File: config.mk
export PLATFORM = sky130hd
export DESIGN_NAME = ln_p_calculator
export DESIGN_NICKNAME = d
export VERILOG_FILES = /design/src/rtl/ln_p_calculator.sv
export SDC_FILE = /design/constraint.sdc
export NUM_CORES = 2
export LEC_CHECK = 0
export BUFFER_PORTS_ARGS = -buffer_cell sky130_fd_sc_hd__buf_2
export CELL_PAD_IN_SITES_DETAIL_PLACEMENT = 0
export CELL_PAD_IN_SITES_GLOBAL_PLACEMENT = 1
export CORE_UTILIZATION = 34
export CTS_CLUSTER_DIAMETER = 150
export DETAILED_ROUTE_END_ITERATION = 8
export HOLD_SLACK_MARGIN = 0.06
export MAX_ROUTING_LAYER = met4
export PLACE_DENSITY_LB_ADDON = 0.1
export SETUP_SLACK_MARGIN = 0.02
export SKIP_LAST_GASP = 1
export SYNTH_ARGS = -nofsm -noshare
export SYNTH_HDL_FRONTEND = slang
export SYNTH_SLANG_ARGS = --single-unit
File: constraint.sdc
create_clock -name clk -period 16.4 [get_ports clk]
set_input_delay 2.46 -clock clk [delete_from_list [all_inputs] [get_ports clk]]
set_output_delay 2.46 -clock clk [all_outputs]
set_load 0.02 [all_outputs]
File: src/rtl/ln_p_calculator.sv
// ln_p_calculator
//   Inverts the quadratic exponent approximation
//     f(p) = floor((359*p^2 + 970*p + 1000) / 1000)
//   returning the largest unsigned p with f(p) <= y. The search is MSB-first
//   and resolves one result bit per clock.
//
// Ports
//   clk        rising-edge clock
//   rst        asynchronous active-high reset
//   in_valid   y is valid
//   in_ready   block can accept y (state decode only)
//   y          value to invert (unsigned, BITWIDTH bits)
//   out_valid  p / underflow are valid (registered)
//   out_ready  consumer accepts the result
//   p          largest p with f(p) <= y (registered)
//   underflow  no p satisfies f(p) <= y, only when y == 0 (registered)
module ln_p_calculator #(
  parameter int BITWIDTH = 16
) (
  input  logic                clk,
  input  logic                rst,
  input  logic                in_valid,
  output logic                in_ready,
  input  logic [BITWIDTH-1:0] y,
  output logic                out_valid,
  input  logic                out_ready,
  output logic [BITWIDTH-1:0] p,
  output logic                underflow
);

  localparam int NW = 2 * BITWIDTH + 10;  // width of N(c)
  localparam int BW = BITWIDTH + 10;      // width of the bound 1000*y+999
  localparam int IW = (BITWIDTH > 1) ? $clog2(BITWIDTH) : 1;

  typedef enum logic [1:0] {
    IDLE,
    CALC,
    DONE
  } state_t;

  state_t                r_state;
  state_t                w_state_nxt;
  logic [BW-1:0]         r_bound;
  logic                  r_uf_work;
  logic [BITWIDTH-1:0]   r_result;
  logic [IW-1:0]         r_idx;
  logic [BITWIDTH-1:0]   r_p;
  logic                  r_underflow;

  logic [BITWIDTH-1:0]   w_cand;
  logic [NW-1:0]         w_c_ext;
  logic [NW-1:0]         w_n;
  logic                  w_fit;

  // Trial candidate and its scaled exponent value. floor(N/1000) <= y is
  // equivalent to N <= 1000*y + 999, so no divider is needed.
  always_comb begin
    w_cand  = r_result | (BITWIDTH'(1) << r_idx);
    w_c_ext = NW'(w_cand);
    w_n     = NW'(359) * w_c_ext * w_c_ext + NW'(970) * w_c_ext + NW'(1000);
    w_fit   = (w_n <= NW'(r_bound));
  end

  always_comb begin
    w_state_nxt = r_state;
    case (r_state)
      IDLE:    if (in_valid)      w_state_nxt = CALC;
      CALC:    if (r_idx == '0)   w_state_nxt = DONE;
      DONE:    if (out_ready)     w_state_nxt = IDLE;
      default:                    w_state_nxt = IDLE;
    endcase
  end

  always_ff @(posedge clk or posedge rst) begin
    if (rst) begin
      r_state <= IDLE;
    end else begin
      r_state <= w_state_nxt;
    end
  end

  always_ff @(posedge clk or posedge rst) begin
    if (rst) begin
      r_bound     <= '0;
      r_uf_work   <= 1'b0;
      r_result    <= '0;
      r_idx       <= '0;
      r_p         <= '0;
      r_underflow <= 1'b0;
    end else begin
      case (r_state)
        IDLE: begin
          if (in_valid) begin
            r_bound   <= BW'(1000) * BW'(y) + BW'(999);
            r_uf_work <= (y == '0);
            r_result  <= '0;
            r_idx     <= IW'(BITWIDTH - 1);
          end
        end
        CALC: begin
          if (w_fit) r_result <= w_cand;
          if (r_idx != '0) begin
            r_idx <= r_idx - 1'b1;
          end else begin
            // Last bit: publish the final value directly so p is valid
            // together with out_valid on entry to DONE.
            r_p         <= w_fit ? w_cand : r_result;
            r_underflow <= r_uf_work;
          end
        end
        default: ;
      endcase
    end
  end

  assign in_ready  = (r_state == IDLE);
  assign out_valid = (r_state == DONE);
  assign p         = r_p;
  assign underflow = r_underflow;

endmodule
==> results.md <==
- Post-Syn Nets: about 3.7k
- Top-count cell post-synth: inv_1
- Max Cap Viol: 0
- CTS resizes: 0
- CTS buffer count: 9
- Hold_buf cts: 0
- Post-place setup slack: ~1600 ps
- Ant. Diodes: 0
- CP Max Fanout: 20
- Area contributors post-synth: fa_1 39%, ha_1 17%, inv_1 11%
- EDFF count, synth: 0
- Setup violators final: 0
- Distinct cell type count after synthesis: 76
- Cell count after synthesis: between 2k and 3k
- Slowest stage delay, CP: between 800 and 900 ps
- # H-tree levels: 3
- Number of global-route vias before repair: between 20k and 25k
- # clock sinks: between 60 and 70
- Cell Area, Synth: approximately 25,000 µm²
- Synth async-reset ratio: between 90% and 100%
- RD Place Congestion: approximately 0.9
- Avg Inst Size Synth: 8.81 µm²
- Final Hold Viols: 0
- Unrepaired setup endpoints after global routing: no
- Fin crit period: between 10,000 and 15,000 ps
- Max Clock Skew: around 3.7 ps
- Cell row count: 99
- Die ar.: approximately 76,000 µm²
- GRT Total Usage: between 20 and 25%
- Yosys warning count: 0
- Worst-Margin Slew: around 1200 ps
- CP Data Arrival Time: approximately 15,000 ps
- Post-DP HPWL: about 66,000 µm
- Count of pins over their slew limit: 0
- First-pass GRT wire length: approximately 120,000 µm
- Primary FF master, synth: dfrtp_1
- Total global routing overflow: 0
- Largest net degree at the start of global routing: 65
- Slowest cell on crit path: fa_1
- Most frequent cell on the critical path: fa_1
- Post-route cell area: around 27,000 µm²
- Root Buffer: clkbuf_16
- Detailed-route DRC error count: 0
- Initial antenna violation count: 0
- R2r setup slk: around 1600 ps
- Via-to-Cell Ratio: just under 5
- Synth-to-Final Area Change: 6.95%
- # Post-CTS Setup Buffers: 0
- Synthesized flop and latch total: 64
- Worst-path clk slew: 60 ps
- Share of cells above drive strength 1: slightly above 5%
- Maximum clock frequency: just under 70 MHz
- WL per Instance: between 15 and 20 µm
- Slew HR: between 20% and 30%
- Post-synthesis sequential area ratio: under 10%
- Critical Path Start Type: register
- Clk buf depth: 2
- PnR worst setup slack: 1570 ps
- Crit path kind: reg2reg
- Routed WL: about 77,000 µm
- Via count: between 15k and 20k
- Die width: approximately 280 µm
- Post-DP Area: around 27,000 µm²
- CTS tree: done
- Final Cycle Share: 90.4%
- Later-pin clock latency in the skew report: around 330 ps
- DR pass1 iterations: 5
- Chip height: 276 µm
- Antenna Violating Nets Remaining: 0
- Setup TNS Final: 0 ps
- HP Class: reg2reg
- Core ar.: 73,500 µm²
- Status: finished, final reports clean
- Starting density of the core: 34.6%
- Leading area contributor after synthesis: fa_1
- Synth top area share: between 30% and 40%
- Initial DRC count: 986
- Final nets: ~3.8k
- IO Pins: 39
- Req. time, crit path: ~17,000 ps
- CP endpoint kind: register
- Synth top cells by count: 712 x inv_1, 496 x fa_1, 336 x ha_1
- Buffers on Ports: 38
[final timing paths]
path | from | to | cells past startpoint
max in group asynchronous | rst | r_bound[25] | 3
setup / recovery | r_idx[1] | p[2] | 51
min in group asynchronous | rst | r_bound[3] | 3
setup reg to reg | r_idx[1] | p[2] | 51
hold / removal | r_uf_work | r_uf_work | 2
hold reg to reg | r_uf_work | r_uf_work | 2
[sequential cells by signal, indices dropped and copies added (netlist names)]
signal	cells
p	16
r_idx	4
r_result	16
r_state	2
r_uf_work	1
underflow	1
r_bound	24
[cells in the final DEF (no fill, tap or decap), types with 18 or more instances in the layout]
| cell type | synthesis | final |
|---|---|---|
| a21o_1 | 37 | 37 |
| nand2b_1 | 28 | 28 |
| buf_4 | 1 | 44 |
| o41ai_2 | 18 | 18 |
| buf_2 | 2 | 38 |
| xor2_1 | 49 | 48 |
| xnor2_1 | 75 | 75 |
| inv_1 | 712 | 711 |
| o21ai_1 | 24 | 24 |
| nor3_1 | 22 | 22 |
| nor2_1 | 254 | 254 |
| o21ai_0 | 47 | 47 |
| nand2_1 | 293 | 292 |
| nand3_1 | 34 | 34 |
| fa_1 | 496 | 496 |
| dfrtp_1 | 64 | 64 |
| nor2b_1 | 18 | 18 |
| and2_1 | 25 | 25 |
| a21oi_1 | 91 | 89 |
| ha_1 | 336 | 336 |
[critical path, delay by kind of cell (launching register included)]
| family | cells | cell delay, ps |
|---|---|---|
| fa+ha+maj | 14 | 6420 |
| compound gates | 12 | 2960 |
| simple gates | 12 | 2270 |
| buf+inv | 11 | 1750 |
| xor+xnor | 2 | 840 |
| flops | 1 | 420 |
[cells by family (layout without fill, tap and decap cells)]
family / count (synthesis) / in the layout / synth area share (%)
AOI/OAI and AO/OA: 314 / 314 / 8.45
xor gates and xnor gates: 125 / 125 / 4.33
adders and majority gates: 832 / 832 / 55.6
buffers and inverters: 792 / 816 / 11.7
DFF: 64 / 64 / 6.29
muxes: 23 / 23 / 0.974
other: 1 / 1 / 0.0147
and+or+nand+nor: 737 / 737 / 12.7
[cell type report]
class                   instances  area (µm²)
clock buffers                  10         239
clock inverters                 6        67.6
fillers                      7546       46200
inverters                     718        2700
multi-input cells            2032       20900
flip-flops and latches         64        1600
well taps                     959        1200
repair buffers                 82         520
[metrics by stage]
step                util, %  std cells  hold slack, ps
finish                 37.0       3871             478
global route           37.0       3871             509
CTS                    37.0       3871             483
detailed placement     36.6       3855             470
global placement       36.6       3855             457
floorplan                 -       2888             445
[layer usage]
metal  GRT usage [%]  vias up  routed length [µm]  share of wire (%)
li1                -     8884                   -                  -
met1            32.0     9674               37800                 49
met2            35.4      308               36200                 47
met3            1.61       50                2330                3.0
met4            2.84        0                1040                1.3
met5               -        -                   0                  0
Power is not shown: default switching activity piles up to over one toggle a cycle in this logic, so the estimate is an artifact.
